$ cat src/rtl/maze_pkg.sv
// maze_pkg: shared maze geometry, BRAM word layout and arbiter state encoding
package maze_pkg;
  localparam int MAZE_SIZE = 16;
  localparam int ADDR_W = 8;
  localparam int DATA_W = 9;
  localparam int WALL_BIT = 0;
  localparam int COLL_LSB = 1;
  localparam int COLL_MSB = 3;
  typedef enum logic [1:0] {IDLE, ACCESS, WAIT, RESP} arb_state_t;
endpackage

$ cat src/rtl/maze_bram_arbiter_if.sv
// maze_bram_arbiter_if: requester bus plus single BRAM port seen by the maze arbiter
interface maze_bram_arbiter_if #(
  parameter int NUM_REQ = 3,
  parameter int ADDR_W = 8,
  parameter int DATA_W = 9
);
  logic [NUM_REQ-1:0] req, req_we, gnt, rvalid;
  logic [NUM_REQ*ADDR_W-1:0] req_addr;
  logic [NUM_REQ*DATA_W-1:0] req_din;
  logic [DATA_W-1:0] rdata, bram_din, bram_dout;
  logic [ADDR_W-1:0] bram_addr;
  logic bram_en, bram_we;
  modport slave (
    input req, req_we, req_addr, req_din, bram_dout,
    output gnt, rvalid, rdata, bram_en, bram_we, bram_addr, bram_din
  );
  modport master (
    output req, req_we, req_addr, req_din, bram_dout,
    input gnt, rvalid, rdata, bram_en, bram_we, bram_addr, bram_din
  );
endinterface

$ cat src/rtl/maze_bram_arbiter_rr_pick.sv
// rr_pick: combinational round-robin winner select starting at ptr
module rr_pick #(
  parameter int N = 3,
  parameter int W = N > 1 ? $clog2(N) : 1
) (
  input  logic [N-1:0] req,
  input  logic [W-1:0] ptr,
  output logic [W-1:0] win,
  output logic         any_req
);
  function automatic logic [W-1:0] wrap(int s);
    return W'(s >= N ? s - N : s);
  endfunction
  // scan from the farthest offset back toward ptr so the closest request wins
  always_comb begin
    win = ptr;
    for (int k = N - 1; k >= 0; k--)
      if (req[wrap(int'(ptr) + k)]) win = wrap(int'(ptr) + k);
  end
  assign any_req = |req;
endmodule

$ cat src/rtl/maze_bram_arbiter.sv
// maze_bram_arbiter: serialises requester accesses to the single-port maze BRAM
module maze_bram_arbiter import maze_pkg::*; #(
  parameter int NUM_REQ = 3,
  parameter int ADDR_W = 8,
  parameter int DATA_W = 9,
  parameter int READ_LAT = 1
) (
  input  logic mvmt_clk,
  input  logic reset,
  input  logic en,
  maze_bram_arbiter_if.slave bus,
  output logic busy
);
  localparam int IDX_W = NUM_REQ > 1 ? $clog2(NUM_REQ) : 1;
  localparam int CNT_W = $clog2(READ_LAT + 1);
  arb_state_t state, state_n;
  logic [IDX_W-1:0] sel, sel_n, rr_ptr, rr_n, pick_w;
  logic [CNT_W-1:0] cnt, cnt_n;
  logic [NUM_REQ-1:0] gnt_n, rvalid_n;
  logic [DATA_W-1:0] rdata_n, din_n;
  logic [ADDR_W-1:0] addr_n;
  logic en_n, we_n, pick_any;
  rr_pick #(.N(NUM_REQ), .W(IDX_W)) u_pick (
    .req(bus.req),
    .ptr(rr_ptr),
    .win(pick_w),
    .any_req(pick_any)
  );
  // next state and next registered outputs; BRAM address/data hold between accesses
  always_comb begin
    state_n = state;
    sel_n = sel;
    rr_n = rr_ptr;
    cnt_n = cnt;
    gnt_n = '0;
    rvalid_n = '0;
    rdata_n = bus.rdata;
    en_n = bus.bram_en;
    we_n = bus.bram_we;
    addr_n = bus.bram_addr;
    din_n = bus.bram_din;
    case (state)
      IDLE: if (en && pick_any) begin
        state_n = ACCESS;
        sel_n = pick_w;
        rr_n = (pick_w == IDX_W'(NUM_REQ - 1)) ? '0 : pick_w + 1'b1;
        gnt_n[pick_w] = 1'b1;
        en_n = 1'b1;
        we_n = bus.req_we[pick_w];
        addr_n = bus.req_addr[pick_w*ADDR_W +: ADDR_W];
        din_n = bus.req_din[pick_w*DATA_W +: DATA_W];
      end
      ACCESS: begin
        en_n = 1'b0;
        we_n = 1'b0;
        cnt_n = bus.bram_we ? cnt : CNT_W'(READ_LAT - 1);
        state_n = bus.bram_we ? IDLE : (READ_LAT == 1) ? RESP : WAIT;
      end
      WAIT: begin
        cnt_n = cnt - 1'b1;
        state_n = (cnt == CNT_W'(1)) ? RESP : WAIT;
      end
      RESP: begin
        rdata_n = bus.bram_dout;
        rvalid_n[sel] = 1'b1;
        state_n = IDLE;
      end
      default: state_n = IDLE;
    endcase
  end
  // register state and every output; asynchronous reset aborts any transaction
  always_ff @(posedge mvmt_clk or posedge reset)
    if (reset) begin
      state <= IDLE;
      sel <= '0;
      rr_ptr <= '0;
      cnt <= '0;
      bus.gnt <= '0;
      bus.rvalid <= '0;
      bus.rdata <= '0;
      bus.bram_en <= 1'b0;
      bus.bram_we <= 1'b0;
      bus.bram_addr <= '0;
      bus.bram_din <= '0;
      busy <= 1'b0;
    end else begin
      state <= state_n;
      sel <= sel_n;
      rr_ptr <= rr_n;
      cnt <= cnt_n;
      bus.gnt <= gnt_n;
      bus.rvalid <= rvalid_n;
      bus.rdata <= rdata_n;
      bus.bram_en <= en_n;
      bus.bram_we <= we_n;
      bus.bram_addr <= addr_n;
      bus.bram_din <= din_n;
      busy <= state_n != IDLE;
    end
endmodule

$ cat src/flat_wrapper.sv
// flat-port wrapper written by rule: the top's interface ports become plain ports
module maze_bram_arbiter_flat import maze_pkg::*;
#(
  parameter int NUM_REQ = 3,
  parameter int ADDR_W = 8,
  parameter int DATA_W = 9,
  parameter int READ_LAT = 1
)
  (mvmt_clk, reset, en, busy, bus_req, bus_req_we, bus_req_addr, bus_req_din, bus_bram_dout, bus_gnt, bus_rvalid, bus_rdata, bus_bram_en, bus_bram_we, bus_bram_addr, bus_bram_din);
  maze_bram_arbiter_if #(.NUM_REQ(NUM_REQ), .ADDR_W(ADDR_W), .DATA_W(DATA_W)) bus_i ();
  input  logic mvmt_clk;
  input  logic reset;
  input  logic en;
  output logic busy;
  input wire logic [$bits(bus_i.req)-1:0] bus_req;
  input wire logic [$bits(bus_i.req_we)-1:0] bus_req_we;
  input wire logic [$bits(bus_i.req_addr)-1:0] bus_req_addr;
  input wire logic [$bits(bus_i.req_din)-1:0] bus_req_din;
  input wire logic [$bits(bus_i.bram_dout)-1:0] bus_bram_dout;
  output wire logic [$bits(bus_i.gnt)-1:0] bus_gnt;
  output wire logic [$bits(bus_i.rvalid)-1:0] bus_rvalid;
  output wire logic [$bits(bus_i.rdata)-1:0] bus_rdata;
  output wire logic [$bits(bus_i.bram_en)-1:0] bus_bram_en;
  output wire logic [$bits(bus_i.bram_we)-1:0] bus_bram_we;
  output wire logic [$bits(bus_i.bram_addr)-1:0] bus_bram_addr;
  output wire logic [$bits(bus_i.bram_din)-1:0] bus_bram_din;
  assign bus_i.req = bus_req;
  assign bus_i.req_we = bus_req_we;
  assign bus_i.req_addr = bus_req_addr;
  assign bus_i.req_din = bus_req_din;
  assign bus_i.bram_dout = bus_bram_dout;
  assign bus_gnt = bus_i.gnt;
  assign bus_rvalid = bus_i.rvalid;
  assign bus_rdata = bus_i.rdata;
  assign bus_bram_en = bus_i.bram_en;
  assign bus_bram_we = bus_i.bram_we;
  assign bus_bram_addr = bus_i.bram_addr;
  assign bus_bram_din = bus_i.bram_din;
  maze_bram_arbiter #(.NUM_REQ(NUM_REQ), .ADDR_W(ADDR_W), .DATA_W(DATA_W), .READ_LAT(READ_LAT)) u_core (.mvmt_clk(mvmt_clk), .reset(reset), .en(en), .bus(bus_i), .busy(busy));
endmodule
$ cat config.mk
export PLATFORM = sky130hd
export DESIGN_NAME = maze_bram_arbiter_flat
export DESIGN_NICKNAME = d
export VERILOG_FILES = /design/src/rtl/maze_pkg.sv /design/src/rtl/maze_bram_arbiter_if.sv /design/src/rtl/maze_bram_arbiter_rr_pick.sv /design/src/rtl/maze_bram_arbiter.sv /design/src/flat_wrapper.sv
export SDC_FILE = /design/constraint.sdc
export NUM_CORES = 1
export LEC_CHECK = 0
export BUFFER_PORTS_ARGS = -buffer_cell sky130_fd_sc_hd__buf_2
export CORE_UTILIZATION = 45
export DETAILED_ROUTE_END_ITERATION = 7
export GPL_ROUTABILITY_DRIVEN = 0
export PLACE_DENSITY = 0.78
export SLEW_MARGIN = 0
export SYNTH_ARGS = -nofsm -noshare
export SYNTH_HDL_FRONTEND = slang
export SYNTH_SLANG_ARGS = --single-unit
$ cat constraint.sdc
create_clock -name mvmt_clk -period 2.3 [get_ports mvmt_clk]
set_input_delay 0 -clock mvmt_clk [delete_from_list [all_inputs] [get_ports mvmt_clk]]
set_output_delay 0 -clock mvmt_clk [all_outputs]
set_load 0.01 [all_outputs]
==> metrics.txt, run 1 <==
Syn Inst Count=200; YS warnings=0; CP Launch Type=register; Total Wirelength=6003 um; initial DRC count=88; max_cap viols=0; worst r2r path cells=10; unique cell type count in the Yosys netlist=41; worst skew pair latency=0.30 ns; aggregate global-route resource usage=23.72%; f_max=0.4599 GHz; final setup TNS=0 ns; hold_ws=-0.003838 ns; first-pass GRT wire length=9349 um; area of the multi-input gates=0.001023 mm2; Area Overhead vs Synth=52.07%; Post-Synthesis Mean Instance Area=11.05 um2; register area share after synthesis=47.54%; CTS Buf Count=5; row cnt=25; register-to-register path setup slack=0.13 ns; fill count=338; H-tree depth=2; CTS Buffer Depth=2; clock skew=0.01325 ns; TritonCTS clock tree=yes; Pwr Density=1217 mW/mm2; Yosys top cell by area=dfrtp_1; via count=2042; internal power=2498 uW; die area=0.005198 mm2; root buf cell=clkbuf_8; worst hold path cell count=3; total power draw=4093 uW; CP Capture Type=register; Post-Syn Nets=272; failing checks=negative hold slack; core area=0.004723 mm2; CP Class=register to register; # IOs=104; required time of the critical path=2.51 ns; final worst path period share=94.55%; RSZ-0062 raised after global routing=no; Final Hold Vio Count=1; post-synth top area share=47.54%; Final ANT Viol Nets=0; Worst Hold Class=input port to register; Slew headroom=43.25%; ANT cells=0; Finished Layout Cells=417; Slew @ Worst Pin=0.8499 ns; Flop pwr share=30.5%; crit path DAT=2.38 ns; IR drop worst, VDD=0.6614 mV; number of enable flip-flop cells after synthesis=0; Vias per Instance=4.897; CTS clk-pin slew, worst paths=0.08 ns; Starting Density=46.81%; initial antenna violation count=0; post-synthesis cell area=0.002211 mm2; Nets=421; DRT Pass-1 Iters=6; Final min period=2.175 ns; share of layout cells above drive strength 1=44.29%; Sw Share=38.96%; final setup fails=0; die width=72.10 um; WL/cell=14.40 um; asr flop ratio synth=100.0%; DP HPWL=3499 um; remaining global-route overflow=0; Synth Flop Type=dfrtp_1; largest net degree at the start of global routing=43; design area=0.003362 mm2; commonest cells after routing, fill and taps aside=103 x buf_2, 42 x dfrtp_1, 40 x dlygate4sd3_1, 27 x nand2_1; Num Clock Sinks=42; Net Sw Power=1595 uW; DRC viols=0; Leak=0.001750 uW; most common cell after layout, fill and taps aside=buf_2; I/O Buffers=103; placed insts=365; status=complete, but fails checks; Die Y-Extent=72.10 um; Crit Path Max Fanout=19; placed cell area=0.002774 mm2; Gate power share=55.4%; Clock power frac=14.1%; Synth area leaders=dfrtp_1 48%, mux2i_1 9.5%, o221ai_2 6.8%; vias in the first global route=2067; Max Slew Vio Count=0; FF/Latch Area=0.001051 mm2; #FFs+latches synth=42
## cell usage after synthesis, types with 3 or more instances
| cell type | number |
|---|---|
| clkbuf_1 | 3 |
| nor2b_1 | 6 |
| buf_6 | 4 |
| ha_1 | 3 |
| inv_1 | 21 |
| nand3_1 | 3 |
| nor2_1 | 3 |
| o221ai_1 | 9 |
| dfrtp_1 | 42 |
| mux2_2 | 9 |
| o221ai_2 | 10 |
| a21oi_1 | 3 |
| nand2_1 | 27 |
| nand2b_1 | 3 |
| mux2i_1 | 21 |
## logic make-up (layout without fill, tap and decap cells)
logic type	Yosys count	count (layout)	synth area share (%)
compound gates	37	37	16.36
fa+ha+maj	3	3	1.698
buf+inv	33	183	7.413
flops	42	42	47.54
mux	30	30	14.09
simple gates	55	55	12.90
## metrics by stage
stage	worst slack (ns)	util [%]	hold slack, ns
finish	0.1254	71.18	-0.003838
global route	0.01974	71.18	0.001575
CTS	0.05418	69.54	0.0005400
detailed placement	0.06288	58.73	0.2245
global placement	0.1227	58.73	0.2196
floorplan	0.2322	-	0.1504
## power groups by stage
stage               clock [uW]  sequential [uW]  combinational [uW]
global placement             0             1250                1980
finish                     577             1250                2270
detailed placement           0             1250                2020
floorplan                    0             1370                1380
CTS                        588             1250                2070
global route               618             1290                2460
## sequential cells by signal, indices dropped and copies added, names as in the netlist
register,flops
u_core.bus.bram_addr,8
u_core.sel,2
u_core.bus.bram_din,9
u_core.state,2
u_core.cnt,1
u_core.bus.gnt,3
u_core.rr_ptr,2
u_core.bus.bram_we,1
u_core.bus.bram_en,1
u_core.bus.rdata,9
u_core.busy,1
u_core.bus.rvalid,3
## path summary, 6_finish.rpt
kind | from | endpoint
setup / recovery | u_core.rr_ptr[0] | u_core.bus.bram_din[2]
hold / removal | bus_req_din[0] | u_core.bus.bram_din[0]
setup reg to reg | u_core.rr_ptr[0] | u_core.bus.bram_din[2]
hold reg to reg | u_core.bus.bram_en | u_core.bus.bram_en
max in group asynchronous | reset | u_core.bus.gnt[0]
min in group asynchronous | reset | u_core.bus.rdata[4]
## critical path: stages (launching register included)
cell	delay, ns
dfrtp_1	0.42
inv_2	0.08
ha_2	0.30
nor2b_2	0.16
o21ai_1	0.15
o221ai_2	0.14
buf_4	0.16
o21ai_4	0.19
nand3_4	0.10
buf_12	0.17
o221ai_1	0.19
## layer usage
layer / share of wire, % / wire length [um] / track usage, % / vias to the layer above
li1: - / - / - / 994
met1: 39 / 2361 / 27.59 / 943
met2: 53 / 3171 / 41.95 / 88
met3: 5.5 / 332 / 5.694 / 17
met4: 2.3 / 138 / 9.586 / 0
met5: 0 / 0 / 0 / -
## final cells by class
class / instances / share of cell area [%]
flip-flops and latches: 42 / 31.26
multi-input cells: 125 / 30.44
repair buffers: 153 / 30.07
well taps: 67 / 2.493
inverters: 22 / 2.456
clock buffers: 6 / 2.159
clock inverters: 2 / 1.116
## what timing repair did
item / in CTS / in global routing
hold endpoints to repair: 66 / 0
resized for setup: 0 / 12
setup buffers: 0 / 2
hold buffers: 40 / 0
endpoints found under the setup margin: 0 / 19
(Power assumes the default switching activity.)
==> run 2: changes to the inputs <==
--- a/config.mk
+++ b/config.mk
@@ -5,11 +5,11 @@
 export SDC_FILE = /design/constraint.sdc
 export NUM_CORES = 1
 export LEC_CHECK = 0
-export BUFFER_PORTS_ARGS = -buffer_cell sky130_fd_sc_hd__buf_2
 export CORE_UTILIZATION = 45
 export DETAILED_ROUTE_END_ITERATION = 7
+export DONT_BUFFER_PORTS = 1
 export GPL_ROUTABILITY_DRIVEN = 0
-export PLACE_DENSITY = 0.78
+export REMOVE_ABC_BUFFERS = 1
 export SLEW_MARGIN = 0
 export SYNTH_ARGS = -nofsm -noshare
 export SYNTH_HDL_FRONTEND = slang
==> constraint.sdc (replaced) <==
create_clock -name mvmt_clk -period 2.35 [get_ports mvmt_clk]
set_input_delay 0 -clock mvmt_clk [delete_from_list [all_inputs] [get_ports mvmt_clk]]
set_output_delay 0 -clock mvmt_clk [all_outputs]
set_load 0.01 [all_outputs]
==> metrics.txt, run 2 (same netlist as run 1, synthesis figures left out) <==
status=finished, final reports clean (was complete, but fails checks); final core occ=67.60% (was 71.18%); Slew headroom=58.36% (was 43.25%); DRC viols=0 (unchanged); die width=72.10 um (unchanged); vias in the first global route=1961 (was 2067); CP Capture Type=register (unchanged); aggregate global-route resource usage=22.13% (was 23.72%); max_cap viols=0 (unchanged); Slew @ Worst Pin=0.6208 ns (was 0.8499 ns); final setup fails=0 (unchanged); HP Start=bus_req[2] (was bus_req_din[0]); Largest regs=u_core.bus.bram_din (9), u_core.bus.rdata (9), u_core.bus.bram_addr (8) (unchanged); GR Util met3=7.083% (was 5.694%); I/O Buffers=0 (was 103); Vias per Instance=5.499 (was 4.897); root buf cell=clkbuf_8 (unchanged); CP Launch Type=register (unchanged); WL/cell=17.64 um (was 14.40 um); ANT cells=0 (unchanged); Final Hold Vio Count=0 (was 1); Nets=347 (was 421); initial DRC count=89 (was 88); CTS Buf Count=5 (unchanged); GR Util met2=39.25% (was 41.95%); core area=0.004723 mm2 (unchanged); f_max=0.4415 GHz (was 0.4599 GHz); Worst Hold Class=input port to register (unchanged); required time of the critical path=2.55 ns (was 2.51 ns); Crit Path Max Fanout=9 (was 19); Area Overhead vs Synth=44.43% (was 52.07%); worst path cell trace=inv_1 -> ha_2 -> nor2b_2 -> a21oi_1 -> o221ai_2 -> buf_4 -> o21ai_4 -> nand3_4 -> buf_4 -> o221ai_1 (was inv_2 -> ha_2 -> nor2b_2 -> o21ai_1 -> o221ai_2 -> buf_4 -> o21ai_4 -> nand3_4 -> buf_12 -> o221ai_1); row cnt=25 (unchanged); Die Y-Extent=72.10 um (unchanged); Crit-path slowest cell=dfrtp_1 (unchanged); worst skew pair latency=0.29 ns (was 0.30 ns); die area=0.005198 mm2 (unchanged); FF/Latch Area=0.001051 mm2 (unchanged); most common cell after layout, fill and taps aside=dlygate4sd3_1 (was buf_2); clock skew=0.003720 ns (was 0.01325 ns); CTS clk-pin slew, worst paths=0.08 ns (about the same); via count=1886 (was 2042); DP HPWL=3364 um (was 3499 um); Pwr Density=1262 mW/mm2 (was 1217 mW/mm2); CTS Buffer Depth=2 (unchanged); commonest cells after routing, fill and taps aside=65 x dlygate4sd3_1, 42 x dfrtp_1, 27 x nand2_1, 19 x inv_1, 19 x mux2i_1 (was 103 x buf_2, 42 x dfrtp_1, 40 x dlygate4sd3_1, 27 x nand2_1); total power draw=4029 uW (was 4093 uW); initial antenna violation count=0 (unchanged); remaining global-route overflow=0 (unchanged); first-pass GRT wire length=8818 um (was 9349 um); Num Clock Sinks=42 (unchanged); Final ANT Viol Nets=0 (unchanged); met1 usage=24.17% (was 27.59%); TritonCTS clock tree=yes (unchanged); reg2reg start=u_core.rr_ptr[1] (was u_core.rr_ptr[0]); fill count=344 (was 338); H-tree depth=2 (unchanged); worst stage delay on the critical path=0.46 ns (was 0.42 ns); # IOs=104 (unchanged); Final min period=2.265 ns (was 2.175 ns); Leak=0.001474 uW (was 0.001750 uW); IR drop worst, VDD=0.6840 mV (was 0.6614 mV); Starting Density=46.81% (unchanged); largest net degree at the start of global routing=25 (was 43); Max Slew Vio Count=0 (unchanged); DRT Pass-1 Iters=4 (was 6); share of layout cells above drive strength 1=20.65% (was 44.29%); CP most frequent cell=buf_4; Total Wirelength=6049 um (was 6003 um); crit path DAT=2.47 ns (was 2.38 ns); area of the multi-input gates=0.001036 mm2 (was 0.001023 mm2); final setup TNS=0 ns (unchanged); CP Class=register to register (unchanged); gr busiest metal=met2 (unchanged); final worst path period share=96.38% (was 94.55%); CP Launch Point=u_core.rr_ptr[1] (was u_core.rr_ptr[0])
run 2: critical path, delay by kind of cell (launching register included):
family | cells | cell delay (ns)
buf+inv | 3 | 0.48
flops | 1 | 0.46
simple gates | 2 | 0.21
fa+ha+maj | 1 | 0.29
compound gates | 4 | 0.73
run 2: final timing paths:
path | to | slack (ns) | depth (start not counted)
setup / recovery | u_core.bus.bram_din[4] | 0.09 | 10
max in group asynchronous | u_core.bus.bram_addr[1] | 1.52 | 3
hold / removal | u_core.sel[0] | 0.09 | 4
min in group asynchronous | u_core.busy | 0.16 | 2
hold reg to reg | u_core.bus.rvalid[0] | 0.48 | 1
setup reg to reg | u_core.bus.bram_din[4] | 0.09 | 10
run 2: report_power, final:
part / internal [uW] / switching, uW
sequential: 1040 / 366
combinational: 1150 / 993
clock: 236 / 239
run 2: final cells by class:
type / count / area share [%]
multi-input cells: 125 / 32.45
inverters: 22 / 2.586
clock buffers: 6 / 2.586
well taps: 67 / 2.625
repair buffers: 79 / 26.45
flip-flops and latches: 42 / 32.92
clock inverters: 2 / 0.3918
run 2: through the flow:
step	hold WS [ns]	area (um2)	worst slack, ns	cells
6_report	0.09275	3193	0.08513	343
5_1_grt	0.1499	3193	-0.01834	343
4_1_cts	0.08468	3022	0.04667	334
3_5_place_dp	-0.08281	2276	0.04269	261
3_3_place_gp	-0.08784	2276	0.1781	261
2_1_floorplan	0.1506	2130	-0.2582	189
run 2: per-layer routing:
layer,wire length (um),vias up
met3,485,19
li1,-,846
met5,0,-
met4,161,0
met1,2302,908
met2,3099,113
run 2: timing repair:
item,CTS,global route
hold buffers,65,0
hold endpoints to repair,46,0
buffers inserted,0,6
gates resized for setup,0,9
setup endpoints to repair,0,18
